$ cat src/rtl/seq_sched_pkg.sv
// Shared types and defaults for the sequence-detector scheduler.
package seq_sched_pkg;

    typedef enum logic [1:0] {
        IDLE   = 2'd0,
        CLEAR  = 2'd1,
        SHIFT  = 2'd2,
        REPORT = 2'd3
    } state_t;

    localparam int DEF_NREQ   = 4;
    localparam int DEF_WORD_W = 16;

endpackage

$ cat src/rtl/rr_arbiter.sv
// Round-robin arbiter: combinational one-hot winner, registered pointer that
// moves to winner+1 whenever the owner accepts a grant via advance.
module rr_arbiter #(
    parameter int NREQ = 4
) (
    input  logic                     clk,
    input  logic                     resetn,
    input  logic [NREQ-1:0]          req,
    input  logic                     advance,
    output logic [NREQ-1:0]          winner,
    output logic [$clog2(NREQ)-1:0]  winner_idx,
    output logic                     any
);
    localparam int IDX_W = $clog2(NREQ);

    logic [IDX_W-1:0] ptr_reg;
    logic [NREQ-1:0]  rot;
    logic [IDX_W-1:0] off;
    logic [IDX_W:0]   sum;

    // rot[k] is the request sitting k places after the pointer
    assign rot = NREQ'({req, req} >> ptr_reg);

    always_comb begin
        any = 1'b0;
        off = '0;
        for (int k = NREQ - 1; k >= 0; k--) begin
            if (rot[k]) begin
                any = 1'b1;
                off = IDX_W'(k);
            end
        end
        sum = {1'b0, ptr_reg} + {1'b0, off};
        if (sum >= (IDX_W+1)'(NREQ)) begin
            sum = sum - (IDX_W+1)'(NREQ);
        end
        winner_idx = sum[IDX_W-1:0];
        winner     = any ? (NREQ'(1) << winner_idx) : '0;
    end

    always_ff @(posedge clk) begin
        if (!resetn) begin
            ptr_reg <= '0;
        end else if (advance && any) begin
            ptr_reg <= (winner_idx == IDX_W'(NREQ - 1)) ? '0 : winner_idx + IDX_W'(1);
        end
    end

endmodule

$ cat src/rtl/seq_detect_scheduler.sv
// Time-shares one external Mealy "10101" detector between NREQ requesters.
// Optional first-match position tracking is enabled by SEQ_SCHED_FIRSTPOS_EN.
module seq_detect_scheduler
    import seq_sched_pkg::*;
#(
    parameter int NREQ   = DEF_NREQ,
    parameter int WORD_W = DEF_WORD_W,
    parameter int CNT_W  = $clog2(WORD_W + 1)
) (
    input  logic                       clk,
    input  logic                       resetn,
    input  logic [NREQ-1:0]            req,
    input  logic [NREQ*WORD_W-1:0]     word,
    output logic [NREQ-1:0]            grant,
    output logic                       busy,
    output logic                       done,
    output logic [$clog2(NREQ)-1:0]    done_id,
    output logic [CNT_W-1:0]           match_cnt,
    output logic [$clog2(WORD_W)-1:0]  first_pos,
    output logic                       det_ip,
    output logic                       det_resetn,
    input  logic                       det_op
);
    localparam int IDX_W = $clog2(NREQ);
    localparam int POS_W = $clog2(WORD_W);

    state_t              state_reg;
    logic [WORD_W-1:0]   shift_reg;
    logic [POS_W-1:0]    bit_reg;
    logic [CNT_W-1:0]    acc_reg;
    logic [CNT_W-1:0]    acc_next;
    logic [IDX_W-1:0]    job_id_reg;
    logic [NREQ-1:0]     grant_reg;
    logic                busy_reg;
    logic                done_reg;
    logic [IDX_W-1:0]    done_id_reg;
    logic [CNT_W-1:0]    match_reg;
    logic                det_resetn_reg;
    logic                last_bit;

    logic [NREQ-1:0]     winner;
    logic [IDX_W-1:0]    win_idx;
    logic                any;
    logic [WORD_W-1:0]   words [NREQ];

    genvar gi;
    generate
        for (gi = 0; gi < NREQ; gi++) begin : g_unpack
            assign words[gi] = word[gi*WORD_W +: WORD_W];
        end
    endgenerate

    rr_arbiter #(
        .NREQ(NREQ)
    ) u_arb (
        .clk        (clk),
        .resetn     (resetn),
        .req        (req),
        .advance    (state_reg == IDLE),
        .winner     (winner),
        .winner_idx (win_idx),
        .any        (any)
    );

    // det_op is combinational from det_ip, so it is sampled in the same cycle
    assign acc_next = acc_reg + CNT_W'(det_op);
    assign last_bit = (state_reg == SHIFT) && (bit_reg == POS_W'(WORD_W - 1));

    always_ff @(posedge clk) begin
        if (!resetn) begin
            state_reg      <= IDLE;
            shift_reg      <= '0;
            bit_reg        <= '0;
            acc_reg        <= '0;
            job_id_reg     <= '0;
            grant_reg      <= '0;
            busy_reg       <= 1'b0;
            done_reg       <= 1'b0;
            done_id_reg    <= '0;
            match_reg      <= '0;
            det_resetn_reg <= 1'b0;
        end else begin
            grant_reg <= '0;
            done_reg  <= 1'b0;
            case (state_reg)
                IDLE: begin
                    det_resetn_reg <= 1'b1;
                    if (any) begin
                        state_reg      <= CLEAR;
                        grant_reg      <= winner;
                        busy_reg       <= 1'b1;
                        det_resetn_reg <= 1'b0;
                        shift_reg      <= words[win_idx];
                        bit_reg        <= '0;
                        acc_reg        <= '0;
                        job_id_reg     <= win_idx;
                    end
                end
                CLEAR: begin
                    state_reg      <= SHIFT;
                    det_resetn_reg <= 1'b1;
                end
                SHIFT: begin
                    shift_reg <= shift_reg << 1;
                    bit_reg   <= bit_reg + POS_W'(1);
                    acc_reg   <= acc_next;
                    if (last_bit) begin
                        state_reg   <= REPORT;
                        done_reg    <= 1'b1;
                        done_id_reg <= job_id_reg;
                        match_reg   <= acc_next;
                    end
                end
                REPORT: begin
                    state_reg <= IDLE;
                    busy_reg  <= 1'b0;
                end
            endcase
        end
    end

`ifdef SEQ_SCHED_FIRSTPOS_EN
    logic             hit_reg;
    logic [POS_W-1:0] pos_reg;
    logic [POS_W-1:0] pos_next;
    logic [POS_W-1:0] first_pos_reg;

    always_comb begin
        pos_next = pos_reg;
        if (det_op && !hit_reg) begin
            pos_next = bit_reg;
        end
    end

    always_ff @(posedge clk) begin
        if (!resetn) begin
            hit_reg       <= 1'b0;
            pos_reg       <= '0;
            first_pos_reg <= '0;
        end else if (state_reg == IDLE && any) begin
            hit_reg <= 1'b0;
            pos_reg <= '0;
        end else if (state_reg == SHIFT) begin
            pos_reg <= pos_next;
            if (det_op) begin
                hit_reg <= 1'b1;
            end
            if (last_bit) begin
                first_pos_reg <= pos_next;
            end
        end
    end

    assign first_pos = first_pos_reg;
`else
    assign first_pos = '0;
`endif

    assign grant      = grant_reg;
    assign busy       = busy_reg;
    assign done       = done_reg;
    assign done_id    = done_id_reg;
    assign match_cnt  = match_reg;
    assign det_ip     = shift_reg[WORD_W-1];
    assign det_resetn = det_resetn_reg;

endmodule

$ cat config.mk
export PLATFORM = sky130hd
export DESIGN_NAME = seq_detect_scheduler
export DESIGN_NICKNAME = d
export VERILOG_FILES = /design/src/rtl/seq_sched_pkg.sv /design/src/rtl/rr_arbiter.sv /design/src/rtl/seq_detect_scheduler.sv
export SDC_FILE = /design/constraint.sdc
export NUM_CORES = 1
export LEC_CHECK = 0
export ABC_AREA = 1
export CAP_MARGIN = 20
export CORE_ASPECT_RATIO = 0.9
export CORE_MARGIN = 1.5
export CORE_UTILIZATION = 40
export CTS_CLUSTER_SIZE = 12
export DETAILED_ROUTE_END_ITERATION = 8
export PLACE_DENSITY = 0.82
export SYNTH_ARGS = -nofsm -noshare
export SYNTH_HDL_FRONTEND = slang
export SYNTH_SLANG_ARGS = --single-unit
$ cat constraint.sdc
create_clock -name clk -period 7.35 [get_ports clk]
set_clock_uncertainty 0.2 [all_clocks]
set_input_delay 1.8375 -clock clk [delete_from_list [all_inputs] [get_ports clk]]
set_output_delay 1.8375 -clock clk [all_outputs]
set_load 0.03 [all_outputs]
* Word-level counts from Yosys, hierarchy flattened *
Index checks and enable logic that the tools add are counted.

storage, ports and cells
  register bits after elaboration = 45
  bits of input ports = 71
  output and inout bits = 19
  logic and storage cells = 69

cells by class
  magnitude comparators = 2
  $add $sub $neg = 5
  reductions and logical operators = 13
  shift operators = 2
  mux-type cells = 27
  bitwise logic cells = 1
  eq/ne operators = 7

operator list
  cell                   number
  $mux W16               3
  $bmux W16 S2           1
  $pmux W16 S2           1
  $mux W2                8
  $reduce_and A2 Y1      6
  $pmux W5 S2            1
  $pmux W2 S4            1
  $pmux W4 S2            1
  $shr A8 B2 Y4          1
  $mux W1                7
  $eq A2 B2 Y1 const B   3
  $ge A3 B3 Y1 const B   2
  $reduce_bool A2 Y1     3
  $add A5 B1 Y5          1
  $mux W5                1
  $add A4 B1 Y4 const B  1
  $eq A4 B4 Y1 const B   1
  $mux W4                1
  $ne A2 B2 Y1 const B   2
  $pmux W1 S2            2
  $shl A1 B2 Y4 const A  1
  $add A2 B2 Y3          1
  $not A2 Y3             1
  $reduce_and A3 Y1      1
  other kinds (5)        6

* Longest topological paths before layout *
  word-level depth = 14
  mapped depth = 15
  gate-level depth less buffers = 14

* Hierarchy *
From an unflattened synthesis, not the netlist that was laid out.

unflattened totals
  cells, all modules = 413
  area total of the unflattened synthesis = 2,765.2 µm²

by module, submodules not included
  module                seq. area each (µm²)  instances  area an instance (µm²)  cells an instance
  seq_detect_scheduler  860.8                 1          2,357.3                 355
  rr_arbiter            40.0                  1          407.9                   58

* Worst setup path after synthesis *
No wires, ideal clock.

  path type = input-to-reg
  start = input port req[1]
  end = register shift_reg[0]
  cell stages on the path = 12
  data required time = 7.018 ns
  path buffers = 2
  setup slack = 3.478 ns
  setup time = 0.132 ns
  arrival = 3.539 ns
  cells stage by stage = nand2_1 > nand3_1 > nand2_1 > nand3_1 > a21boi_0 > ha_1 > buf_2 > buf_1 > mux2i_1 > nand2_1 > nand3_1 > a21oi_1

between the ends
  longest elaborated chain between the ends = 14
  elaborated cells between the ends (all ways) = 21
  classes of those cells = add/sub (2); order compare (1); eq/ne (1); shift (1); mux (14); bitwise (1); reduce/logical (1)

ends and longest elaborated chain
  what                                              RTL line                            RTL
  start: declaration                                seq_detect_scheduler.sv:12          input logic [NREQ-1:0] req,
  $shr A8 B2 Y4 (*)                                 rr_arbiter.sv:22                    assign rot = NREQ'({req, req} >> ptr_reg);
  $mux W2 (3 in series)                             rr_arbiter.sv:28                    if (rot[k]) begin
  $mux W2 (*)                                       rr_arbiter.sv:28
  $add A2 B2 Y3 (*)                                 rr_arbiter.sv:33                    sum = {1'b0, ptr_reg} + {1'b0, off};
  $ge A3 B3 Y1 or $sub A2 B1 Y2 (tied branches)     rr_arbiter.sv:34, rr_arbiter.sv:35
  $mux W2 (*)                                       rr_arbiter.sv:34                    if (sum >= (IDX_W+1)'(NREQ)) begin
  net u_arb.sum[0]                                  rr_arbiter.sv:19                    logic [IDX_W:0] sum;
  $not A2 Y3 (not written as such) (*)              seq_detect_scheduler.sv:93          shift_reg <= words[win_idx];
  $bmux W16 S2 (*)                                  seq_detect_scheduler.sv:93
  $mux W16 (not written as such) (*) (2 in series)  seq_detect_scheduler.sv:93
  $mux W16 (*)                                      seq_detect_scheduler.sv:88          if (any) begin
  $pmux W16 S2 (*)                                  seq_detect_scheduler.sv:85          case (state_reg)
  end signal: assignment                            seq_detect_scheduler.sv:93
  end signal: assignment                            seq_detect_scheduler.sv:104         shift_reg <= shift_reg << 1;
  end: declaration                                  seq_detect_scheduler.sv:28          logic [WORD_W-1:0] shift_reg;

The timed path passes the listed nets; every way through them passes the cells marked *. The select of a mux whose other input is x is not followed.
A chain may end at the register's enable or synchronous reset.

* Worst setup path after layout *
  start = input port req[1]
  end = register shift_reg[13]

The elaborated chain is that of the path after synthesis.

==> implementation parameters <==
Parameter                              Value

Drt
  Routed WL ... ~6.7 mm
  Via count of the routed design ... 2,677
  Violation count after the first detailed-routing iteration ... 165
  Post-route antenna net violation count ... 0
  Per-cell via count in the routed design ... 5.119
  Drt first pass iters ... 4
  Remaining routing DRC violations ... 0
  Wire length per cell after detailed routing ... 12.83 um

Critical path
  Highest cell delay on the worst timing path ... 0.98 ns
  Kind of cell adding the most delay to the critical path ... adder cells
  R2R Path Start ... u_arb.ptr_reg[0]$_SDFFE_PN0P_
  Endpoint arrival time on the critical path ... 4.29 ns
  Most used cell along the critical path ... nand3_1
  Bufs and invs on worst path ... 1
  Crit. Startpoint ... req[1]
  Nature of the critical path endpoint ... flip-flop
  Required time at the endpoint of the critical path ... 7.31 ns
  Worst Path Class, Setup ... in2reg
  Ordered list of cells on the worst path ... clkdlybuf4s50_1, nand2_1, nand3_1, nand2_1, nand3_1, a21boi_0, ha_2, mux2i_1, nand3_1, nand3_1, a21oi_1
  Cell type of the slowest stage on the worst timing path ... ha_2
  Kind of launch point of the worst setup path ... input pin
  Max FO, Critical Path ... 36

Logic synthesis
  Warnings from Yosys ... 0
  Mapped cell area ... 2675 sq um
  Number of enable-type register cells in the synthesized netlist ... 0
  Register bit count reported by yosys ... 45
  Prevailing post-synth register cell ... dfxtp_1
  Avg Cell Area, Syn ... 7.451 sq um
  Number of distinct standard cells referenced by the synthesized netlist ... 29
  Gate count of the mapped netlist ... between 300 and 400
  Ys async rst share ... 0%
  Sequential element share of the synthesized area ... 33.68%

STA
  F_max ... 230.8 MHz
  Part of the cycle the worst path needs ... 58.95%
  Min cycle time layout ... 4.333 ns
  RSZ-0062 raised after global routing ... false
  Endpoints failing hold ... 0
  Count of endpoints failing setup in the final report ... 0
  Normalized max-slew margin ... 35.78%
  Max Transition Viols Final ... 0
  Final-layout setup total negative slack ... 0 ns
  Slew at the pin closest to its max-slew limit ... 0.9633 ns

Finish
  Nets ... ~510
  Synth-to-Final Area Change ... 35.87%
  Antenna Diode Count ... 0
  Final Instance Area ... 3635 sq um
  Share of cells above drive strength 1 ... 5.312%
  Final core area utilization ... between 50% and 60%
  Flip-flop count of the largest register after layout ... 16

Place
  Cell area after placement ... 3515 sq um
  GPL Wtd Cong ... 0.7864
  Post-DP HPWL ... between 5 and 6 mm
  Number of buffer cells added on primary ports ... 85

GRT
  Via count of the first global-routing pass ... approximately 2,600
  All-Layer GR Usage ... 19.71%
  Maximum number of pins on one net before global-route repair ... 37
  Initial antenna violation count ... 0
  Global-route wire length before repair ... 11.25 mm
  Aggregate global routing overflow ... 0

Die
  Area of the die ... 7188 sq um
  Height of the chip ... 80.58 um
  Core region area ... 6516 sq um
  Effective utilization at floorplan ... 41.05%
  Count of pins on the block boundary ... 90
  Die outline width ... 89.20 um
  Standard-cell rows ... 28

Hold path
  Worst hold path class ... reg2reg
  Start point of the worst hold path ... job_id_reg[0]$_SDFFE_PN0P_

Clock tree
  Clock-pin transition on the worst setup and hold timing paths ... 0.09 ns
  Clock root buffer ... clkbuf_8
  Max clock buf depth ... 2
  Maximum level of the CTS H-tree ... 2
  Clock insertion delay at the later pin of the skew report ... 0.30 ns
  Post-CTS Setup Inserts ... 0
  Number of cells upsized or downsized after cts ... 0
  CTS buffer count ... 5
  Count of clock tree sinks ... 45
  Hold buffers post-CTS ... 0
  TritonCTS clock tree ... done

Outcome
  Run status ... finished, final reports clean

Pwr
  Total power per unit cell area ... 382.4 nW/um^2
  Leakage ... 1.549 nW
  Worst vdd ir ... 0.2106 mV

Run
  Max cap viols ... 0
-- per-layer routing --
| metal | GRT usage (%) | vias to the layer above | wire length [um] |
|---|---|---|---|
| met5 | 0 | - | 0 |
| met4 | 4.000 | 0 | 48 |
| met3 | 4.008 | 7 | 284 |
| met2 | 36.92 | 61 | 3448 |
| met1 | 22.84 | 1264 | 2929 |
| li1 | - | 1345 | - |
-- stage by stage --
stage	std cells	hold slack, ns	power (mW)	setup WS [ns]
global route	523	0.2935	1.503	2.746
finish	523	0.2617	1.390	3.017
floorplan	362	0.2301	1.044	3.478
CTS	523	0.2656	1.392	2.983
detailed placement	515	0.2564	1.198	2.665
global placement	515	0.2441	1.177	2.724
-- worst paths after layout --
check        slack [ns]  cells past startpoint                         end
max                3.02                     11  shift_reg[13]$_SDFFE_PN0P_
min                0.26                      2     done_id[0]$_SDFFE_PN0P_
max reg2reg        4.53                     11  shift_reg[13]$_SDFFE_PN0P_
min reg2reg        0.26                      2     done_id[0]$_SDFFE_PN0P_
-- cell type report --
cell class / count / area, sq um
Fill cell: 630 / 2882
Multi-Input combinational cell: 269 / 1553
Sequential cell: 45 / 900.9
Timing Repair Buffer: 85 / 850.8
Tap cell: 90 / 112.6
Inverter: 26 / 97.59
Clock buffer: 6 / 82.58
Clock inverter: 2 / 37.54
-- power by group --
group	total [mW]	switching [mW]	internal, mW	leakage [nW]
combinational	0.846	0.509	0.338	1.12
sequential	0.346	0.0380	0.308	0.369
clock	0.197	0.0865	0.111	0.0574
-- tightest hold or removal path, cell delays in order (launching register included) --
cell	delay, ns
dfxtp_1	0.30
inv_1	0.07
a21oi_1	0.06
-- synth_stat cells (5+ instances only) --
library cell,number,area share (%)
dfxtp_1,45,34
buf_4,5,1.4
ha_1,8,3.7
o21ai_0,19,3.6
buf_2,5,0.94
nand3_1,63,12
a21oi_1,38,7.1
nand2_1,59,8.3
clkbuf_1,6,0.84
inv_1,23,3.2
mux2i_1,32,12
nor2_1,24,3.4
-- cell usage in the layout (no fill, tap or decap), types with 2 or more instances in the layout --
cell type / Yosys / final
clkdlybuf4s50_1: 0 / 85
clkbuf_8: 0 / 6
dfxtp_1: 45 / 45
o21ai_0: 19 / 19
nand2_4: 4 / 4
inv_1: 23 / 23
nor2_1: 24 / 24
nand2_1: 59 / 59
conb_1: 1 / 4
nand2_2: 3 / 3
xor2_1: 4 / 4
inv_2: 3 / 3
mux2i_1: 32 / 32
ha_1: 8 / 7
nand3_1: 63 / 63
a211oi_1: 2 / 2
a21oi_1: 38 / 38
-- kinds of logic (layout without fill, tap and decap cells) --
logic type | count (synthesis) | in the layout | synth area share (%)
xor+xnor | 5 | 5 | 1.637
flops | 45 | 45 | 33.68
simple gates | 158 | 158 | 27.55
other cells | 1 | 4 | 0.1402
buf+inv | 48 | 119 | 8.793
mux | 32 | 32 | 11.97
fa+ha+maj | 8 | 8 | 3.742
compound gates | 62 | 62 | 12.49
No activity file was read; power rests on OpenSTA's default activity.
